[config.mk]
export PLATFORM = sky130hd
export DESIGN_NAME = lcd_req_scheduler
export DESIGN_NICKNAME = d
export VERILOG_FILES = /design/src/rtl/lcd_sched_pkg.sv /design/src/rtl/req_edge_sync.sv /design/src/rtl/lcd_req_scheduler.sv
export SDC_FILE = /design/constraint.sdc
export NUM_CORES = 1
export LEC_CHECK = 0
export BUFFER_PORTS_ARGS = -buffer_cell sky130_fd_sc_hd__buf_2
export CAP_MARGIN = 0
export CORE_AREA = 5 5 59 100
export CTS_BUF_LIST = sky130_fd_sc_hd__clkbuf_8
export DETAILED_ROUTE_END_ITERATION = 10
export DIE_AREA = 0 0 64 105
export PLACE_DENSITY = 0.78
export SLEW_MARGIN = 20
export SYNTH_ARGS = -nofsm -noshare
export SYNTH_HDL_FRONTEND = slang
export SYNTH_SLANG_ARGS = --single-unit
[constraint.sdc]
create_clock -name clk -period 3 [get_ports clk]
set_input_delay 0.15 -clock clk [delete_from_list [all_inputs] [get_ports clk]]
set_output_delay 0.15 -clock clk [all_outputs]
set_load 0.005 [all_outputs]
[src/rtl/lcd_sched_pkg.sv]
// Shared state encoding and parameter defaults
// for the LCD request scheduler.
package lcd_sched_pkg;

   localparam int N_REQ_DEF     = 4;
   localparam int CMD_W_DEF     = 8;
   localparam int TIMEOUT_W_DEF = 16;

   typedef enum logic [1:0] {
      IDLE  = 2'd0,
      ISSUE = 2'd1,
      WAIT  = 2'd2
   } sched_state_t;

endpackage

[src/rtl/req_edge_sync.sv]
// Two-flop synchroniser for one async request level,
// followed by an edge register giving a 1-cycle rise pulse.
module req_edge_sync (
   input  logic clk,
   input  logic rst,
   input  logic req,
   output logic pulse
);

   logic s0;
   logic s1;
   logic s2;

   always_ff @(posedge clk or negedge rst) begin
      if (!rst) begin
         s0 <= 1'b0;
         s1 <= 1'b0;
         s2 <= 1'b0;
      end else begin
         s0 <= req;
         s1 <= s0;
         s2 <= s1;
      end
   end

   assign pulse = s1 & ~s2;

endmodule

[src/rtl/lcd_req_scheduler.sv]
// Round-robin owner of the LCD SPI master: latches request edges,
// issues one command at a time and watches for a stuck transfer.
module lcd_req_scheduler
   import lcd_sched_pkg::*;
#(
   parameter int N_REQ     = N_REQ_DEF,
   parameter int CMD_W     = CMD_W_DEF,
   parameter int TIMEOUT_W = TIMEOUT_W_DEF
) (
   input  logic                   clk,
   input  logic                   rst,
   input  logic [N_REQ-1:0]       req_i,
   input  logic [N_REQ*CMD_W-1:0] req_cmd_i,
   input  logic                   spi_busy_i,
   input  logic                   spi_done_i,
   output logic                   spi_start_o,
   output logic [CMD_W-1:0]       spi_cmd_o,
   output logic [N_REQ-1:0]       grant_o,
   output logic [N_REQ-1:0]       pending_o,
   output logic [N_REQ-1:0]       drop_o,
   output logic                   timeout_o
);

   localparam int PW = (N_REQ > 1) ? $clog2(N_REQ) : 1;

   sched_state_t         state;
   logic [PW-1:0]        rr;
   logic [TIMEOUT_W-1:0] wd;

   logic [N_REQ-1:0] edge_v;
   logic [N_REQ-1:0] rot;
   logic [N_REQ-1:0] clr;
   logic [N_REQ-1:0] sel;
   logic [PW-1:0]    off;
   logic [PW-1:0]    win;
   logic [PW-1:0]    rr_nxt;
   logic             take;
   logic             expired;

   for (genvar g = 0; g < N_REQ; g++) begin : g_sync
      req_edge_sync u_sync (
         .clk   (clk),
         .rst   (rst),
         .req   (req_i[g]),
         .pulse (edge_v[g])
      );
   end

   // Rotate so rr sits at bit 0, take lowest set bit, rotate back.
   always_comb begin
      int idx;
      int sum;
      idx = 0;
      sum = 0;
      rot = '0;
      off = '0;
      for (int j = 0; j < N_REQ; j++) begin
         idx = j + int'(rr);
         if (idx >= N_REQ) idx -= N_REQ;
         rot[j] = pending_o[idx];
      end
      for (int k = N_REQ - 1; k >= 0; k--) begin
         if (rot[k]) off = PW'(k);
      end
      sum = int'(off) + int'(rr);
      if (sum >= N_REQ) sum -= N_REQ;
      win = PW'(sum);
   end

   assign rr_nxt  = (win == PW'(N_REQ - 1)) ? '0 : win + PW'(1);
   assign take    = (state == IDLE) && (|pending_o);
   assign sel     = N_REQ'(1) << win;
   assign clr     = take ? sel : '0;
   assign expired = &wd;

   assign spi_start_o = (state == ISSUE) && !spi_busy_i;
   assign timeout_o   = (state == WAIT) && expired && !spi_done_i;

   // A fresh edge on the bit being granted re-arms it rather than dropping.
   always_ff @(posedge clk or negedge rst) begin
      if (!rst) begin
         pending_o <= '0;
         drop_o    <= '0;
      end else begin
         pending_o <= (pending_o & ~clr) | edge_v;
         drop_o    <= drop_o | (edge_v & pending_o & ~clr);
      end
   end

   always_ff @(posedge clk or negedge rst) begin
      if (!rst) begin
         state     <= IDLE;
         rr        <= '0;
         wd        <= '0;
         grant_o   <= '0;
         spi_cmd_o <= '0;
      end else begin
         unique case (state)
            IDLE: begin
               if (take) begin
                  grant_o   <= sel;
                  spi_cmd_o <= req_cmd_i[int'(win)*CMD_W +: CMD_W];
                  rr        <= rr_nxt;
                  state     <= ISSUE;
               end
            end
            ISSUE: begin
               if (!spi_busy_i) begin
                  wd    <= '0;
                  state <= WAIT;
               end
            end
            WAIT: begin
               wd <= wd + TIMEOUT_W'(1);
               if (spi_done_i || expired) begin
                  grant_o <= '0;
                  state   <= IDLE;
               end
            end
            default: begin
               grant_o <= '0;
               state   <= IDLE;
            end
         endcase
      end
   end

endmodule
Word level (Yosys, flattened, before mapping). Index checks and enable logic that the tools add are counted.

$add $sub $neg: 11. $lt $le $gt $ge: 9. Eq/ne operators: 6. Shift operators: 2. Mux-type cells: 32. Bitwise operators: 15. Reduce and logical (&&, ||, !) cells: 15.

Operator list (count): less-than comparator 32 x 4 -> 1 bit, second input constant (4); two-way mux 32 bit (4); case mux 16 bit (2 select lines) (1); variable part select 32 x 6 -> 8 bit (1); two-way mux 2 bit (9); adder 16 x 1 -> 16 bit, second input constant (1); two-way mux 16 bit (1); AND reduction 16 bit (1); bitwise AND 4 bit (3); greater-or-equal comparator 3 bit, second input constant (4); two-way mux 4 bit (3); case mux 4 bit (3 select lines) (1); subtractor 3 x 3 -> 4 bit, second input constant (3); binary-select mux 1 bit (select 2 bit) (4); two-way mux 1 bit (8); bitwise OR 4 bit (2); adder 2 x 2 -> 3 bit, first input constant (2); case mux 2 bit (3 select lines) (1); AND reduction 3 bit (2); inverter 1 bit (5); bitwise AND 1 bit (4); equality test 2 bit, second input constant (2); logical AND 1 bit (4); != test 2 bit, second input constant (2); 16 further kinds (18).

Flip-flop bits (word level): 52. Input bits: 40. Output and inout port bits: 22. Word-level logic and storage cells: 109.

Logic depth before layout (Yosys ltp).
Depth after elaboration: 18. Mapped depth: 14. Gate-level depth less buffers: 13.

Modules after synthesis. From an unflattened synthesis, not the netlist that was laid out.

Cells, all modules: 259. Area, all modules: 2601.2 um^2.

Modules (own cells, without submodules): lcd_req_scheduler (instances 1, cells an instance 243, area each 2245.9 um^2, sequential area each 1001.0 um^2); req_edge_sync (instances 4, cells an instance 4, area each 88.8 um^2, sequential area each 75.1 um^2).

Least setup slack after synthesis. No wires, ideal clock.

Kind: register to register. Start point: reg rr[0]. End point: reg grant_o[2]. Library setup time: 121 ps. Arrival: 2588 ps. Data required time: 2879 ps. Path slack: 291 ps. Cell stages (with the launch flop): 12. Buffers on the path: 3. Clock period less this slack: 2709 ps. Cells stage by stage: dfrtp_1 > buf_2 > nor2b_1 > a221o_1 > nand2_1 > o221ai_1 > ha_1 > clkbuf_1 > clkbuf_1 > inv_1 > ha_1 > a22o_1.

Word-level cells in the longest chain between the ends: 16. Elaborated cells on any way between the ends: 38. Those cells by class: add/sub (9); order compare (5); shift (1); mux (23).

RTL lines: start: declaration (line lcd_req_scheduler.sv:27) `logic [PW-1:0] rr;`; start signal: assignment (line lcd_req_scheduler.sv:103) `rr <= rr_nxt;`; adder 2 x 2 -> 3 bit (line lcd_req_scheduler.sv:58) `idx = j + int'(rr);`; subtractor 3 x 3 -> 4 bit / greater-or-equal comparator 3 bit (equally long branches) (line lcd_req_scheduler.sv:59) `if (idx >= N_REQ) idx -= N_REQ;`; two-way mux 32 bit (line lcd_req_scheduler.sv:59); binary-select mux 1 bit (select 2 bit) (line lcd_req_scheduler.sv:60) `rot[j] = pending_o[idx];`; two-way mux 1 bit (implied by the code) (2 in series) (line lcd_req_scheduler.sv:60); two-way mux 2 bit (4 in series) (line lcd_req_scheduler.sv:63) `if (rot[k]) off = PW'(k);`; adder 2 x 2 -> 3 bit * (line lcd_req_scheduler.sv:65) `sum = int'(off) + int'(rr);`; greater-or-equal comparator 3 bit / subtractor 2 x 1 -> 2 bit (equally long branches) (line lcd_req_scheduler.sv:66) `if (sum >= N_REQ) sum -= N_REQ;`; two-way mux 2 bit * (line lcd_req_scheduler.sv:66); << shifter 1 x 2 -> 4 bit * (line lcd_req_scheduler.sv:72) `assign sel = N_REQ'(1) << win;`; two-way mux 4 bit * (line lcd_req_scheduler.sv:100) `if (take) begin`; case mux 4 bit (3 select lines) * (line lcd_req_scheduler.sv:98) `unique case (state)`; end signal: assignment (line lcd_req_scheduler.sv:101) `grant_o <= sel;`; end: declaration (line lcd_req_scheduler.sv:18) `output logic [N_REQ-1:0] grant_o,`.

Every way passes the cells marked *; elsewhere a longest branch is shown, timed or not. The select of a mux whose other input is x is not followed. A chain may end at the register's enable or synchronous reset.

Worst setup path in the final report.
Start point: reg pending_o[1]. End point: reg rr[0].

Word-level cells in the longest chain between the ends: 12. Elaborated cells on any way between the ends: 26. Those cells by class: add/sub (3); order compare (1); eq/ne (1); mux (18); reduce/logical (3).

RTL lines: start: declaration (line lcd_req_scheduler.sv:19) `output logic [N_REQ-1:0] pending_o,`; start signal: assignment (line lcd_req_scheduler.sv:85) `pending_o <= (pending_o & ~clr) | edge_v;`; binary-select mux 1 bit (select 2 bit) (line lcd_req_scheduler.sv:60); two-way mux 1 bit (implied by the code) (2 in series) (line lcd_req_scheduler.sv:60); two-way mux 2 bit (4 in series) (line lcd_req_scheduler.sv:63); adder 2 x 2 -> 3 bit (line lcd_req_scheduler.sv:65); greater-or-equal comparator 3 bit / subtractor 2 x 1 -> 2 bit (equally long branches) (line lcd_req_scheduler.sv:66); two-way mux 2 bit (line lcd_req_scheduler.sv:66); adder 2 x 1 -> 2 bit / equality test 2 bit (equally long branches) (line lcd_req_scheduler.sv:70) `assign rr_nxt = (win == PW'(N_REQ - 1)) ? '0 : win + PW'(1);`; two-way mux 2 bit (line lcd_req_scheduler.sv:70).

Parallel ways exist; a longest one is shown, timed or not. The select of a mux whose other input is x is not followed.

==> metrics.md <==
| Metric | Value |
|---|---|
| Slew Viols, Final | `0` |
| Initial core utilization | `52.39%` |
| Via-per-instance ratio | `5.899` |
| Cell count after placement | `372` |
| Crit path max-delay family | `compound AO/OA/AOI/OAI gates` |
| CP max stage delay | `520 ps` |
| Hold Path Class | `input port to register` |
| Most Frequent Cell on Critical Path | `ha_1` |
| Crit path time final | `2650 ps` |
| Total number of vias | `2271` |
| Commonest non-fill, non-tap cells in the layout | `buf_2 (61), dfrtp_1 (52), nand2_1 (40), nor2b_1 (20), o21ai_0 (15)` |
| Routed len/inst | `15.44 um` |
| Clk sink count | `52` |
| Area of the die | `6720 sq um` |
| CTS HTree Levels | `2` |
| Ant diodes | `0` |
| Register area | `1301 sq um` |
| Kind of critical path | `register to register` |
| Filler Cells Inserted | `428` |
| Final hold vios | `0` |
| Dpl hpwl | `4435 um` |
| Setup violators final | `0` |
| Commonest non-fill, non-tap cell in the layout | `buf_2` |
| Ordered list of cells on the worst path | `nor2b_1, a221o_1, nand2_1, o221ai_1, ha_1, xnor2_1, nor3_4, nor2_2, inv_1, ha_1, o31ai_1` |
| Crit path buf inv count | `1` |
| Worst Path Arrival | `2850 ps` |
| Clk slew on worst S/H paths | `90 ps` |
| Main synth FF type | `dfrtp_1` |
| Worst Tran Pin Value | `812.2 ps` |
| Crit-path slowest cell | `dfrtp_1` |
| Multi-input logic area | `1234 sq um` |
| Clk_lat worst skew | `310 ps` |
| Hold_ws | `94.20 ps` |
| Port bufs | `61` |
| Grt total ovfl | `0` |
| Area delta synth->final | `18.91%` |
| Unrepaired setup endpoints after global routing | `no` |
| Post-synthesis average cell area | `9.803 sq um` |
| Setup TNS | `0 ps` |
| Number of global-route vias before repair | `2270` |
| Num CTS Buffers | `5` |
| Ys Warns | `0` |
| Non-Filler Instances | `385` |
| CTS Root Cell | `clkbuf_8` |
| Final Net Count | `375` |
| PD cells | `956.8 nW/um^2` |
| # rows | `34` |
| Synth Instances | `266` |
| Die Y | `105 um` |
| Peak supply drop | `1.074 mV` |
| Unique masters post-synth | `46` |
| Critical Path RT | `3200 ps` |
| Wire length of the first global-routing pass | `10320 um` |
| CTS tree | `done` |
| Pre-Repair DR Iteration Count | `4` |
| Postcts setup bufs | `0` |
| Leakage dissipation | `1.400 nW` |
| # IOs | `62` |
| Mapped cell area | `2608 sq um` |
| Max_slew headroom | `45.86%` |
| DRT Wirelength | `5945 um` |
| Run status | `completed` |
| Worst setup EP type | `register` |
| # DRC | `0` |
| Post-synth EDFFs | `0` |
| Maxcap violations | `0` |
| Syn Nets | `311` |
| Final ANT Viol Nets | `0` |
| R2R Setup Slk | `350 ps` |
| GPL Wtd Cong | `0.8164` |
| Clk buf depth | `2` |
| Number of DRC markers after the initial detailed-route iteration | `90` |
| Final period util | `88.34%` |
| Largest net degree at the start of global routing | `37` |
| Fmax achieved | `377.3 MHz` |
| Clock Skews | `9.075 ps` |
| Tot GR Track Use | `18.69%` |
| Share of layout cells above drive strength 1 | `24.47%` |
| Initial antenna violation count | `0` |
| CP Launch Type | `register` |
| Seq/Total Area, Yosys | `49.90%` |
| Worst-path fanout max | `10` |
| Die width | `64 um` |
| Fraction of registers with async set/reset | `100.0%` |
| Core Region | `4977 sq um` |
| Register bit total from synthesis | `52` |
[routing by layer]
metal / track usage, % / share of wire [%] / vias to the layer above
li1: - / - / 1099
met1: 22.09 / 38 / 1079
met2: 31.08 / 53 / 78
met3: 4.834 / 6.4 / 15
met4: 8.618 / 2.9 / 0
met5: 0 / 0 / -
[sequential cells by signal, summed over array words and instances, names as in the netlist]
name,count
drop_o,4
g_sync.u_sync.s0,4
g_sync.u_sync.s1,4
g_sync.u_sync.s2,4
grant_o,4
pending_o,4
rr,2
spi_cmd_o,8
state,2
wd,16
[cells by family (layout without fill, tap and decap cells)]
| family | after synthesis | count (layout) | share of synthesized area, % |
|---|---|---|---|
| and+or+nand+nor | 113 | 113 | 22.22 |
| AOI/OAI and AO/OA | 73 | 73 | 20.15 |
| DFF | 52 | 52 | 49.90 |
| buffers and inverters | 17 | 82 | 2.927 |
| adders and majority gates | 5 | 5 | 2.399 |
| muxes | 4 | 4 | 1.727 |
| xor gates and xnor gates | 2 | 2 | 0.6719 |
[layout make-up]
cell class | count | share of cell area (%)
clock buffer | 6 | 2.663
inverter | 3 | 0.3632
timing repair buffer | 71 | 12.67
clock inverter | 2 | 0.3632
multi-input combinational | 197 | 39.79
sequential | 52 | 41.97
tap | 54 | 2.179
[through the flow]
stage / total power [mW] / util [%] / setup slack [ps] / instance area [sq um]
floorplan: 2.139 / - / 291.3 / 2608
global placement: 2.512 / 59.33 / 279.5 / 2953
detailed placement: 2.558 / 59.33 / 222.2 / 2953
CTS: 2.984 / 62.22 / 200.9 / 3097
global route: 3.246 / 62.29 / 46.25 / 3100
finish: 2.966 / 62.29 / 349.9 / 3100
[cells in the mapped netlist (3+ instances only)]
| master | n | share of area, % |
|---|---|---|
| nand4_1 | 5 | 1.2 |
| nand2_1 | 40 | 5.8 |
| ha_1 | 5 | 2.4 |
| nor2_1 | 11 | 1.6 |
| nand2b_1 | 6 | 1.4 |
| clkbuf_1 | 9 | 1.3 |
| and3_1 | 3 | 0.72 |
| nor3_1 | 6 | 1.2 |
| o21bai_1 | 3 | 0.86 |
| inv_1 | 3 | 0.43 |
| nor2b_1 | 20 | 4.8 |
| a2111oi_0 | 8 | 2.7 |
| o31ai_1 | 11 | 3.2 |
| mux2i_1 | 3 | 1.2 |
| a221oi_1 | 8 | 2.7 |
| a32o_1 | 3 | 1.2 |
| dfrtp_1 | 52 | 50 |
| a21oi_1 | 11 | 2.1 |
| o21ai_0 | 15 | 2.9 |
| nor3b_1 | 3 | 0.86 |
| nand3_1 | 10 | 1.9 |
| buf_2 | 3 | 0.58 |
[worst min-delay path, cell delays in order]
cell and delay, ps:
buf_2 90, nand3b_1 70, nand2_1 60
[final timing paths]
| kind | startpoint | endpoint | depth (start not counted) |
|---|---|---|---|
| worst max-delay path | pending_o[1] | rr[0] | 11 |
| worst min-delay path | spi_busy_i | state[0] | 3 |
| worst min register to register | g_sync[0].u_sync.s0 | g_sync[0].u_sync.s1 | 0 |
| min in group asynchronous | rst | spi_cmd_o[6] | 2 |
| worst max register to register | pending_o[1] | rr[0] | 11 |
| max in group asynchronous | rst | wd[9] | 3 |
[power breakdown]
group | internal [mW] | switching [mW]
combinational | 0.618 | 0.935
clock | 0.185 | 0.228
sequential | 0.858 | 0.143
total | 1.66 | 1.31
[what timing repair did]
item | in CTS | in global routing
hold buffers | 5 | 0
setup endpoints to repair | 0 | 6
hold endpoints to repair | 33 | 0
resized for setup | 0 | 1
No activity file was read; power rests on OpenSTA's default activity.
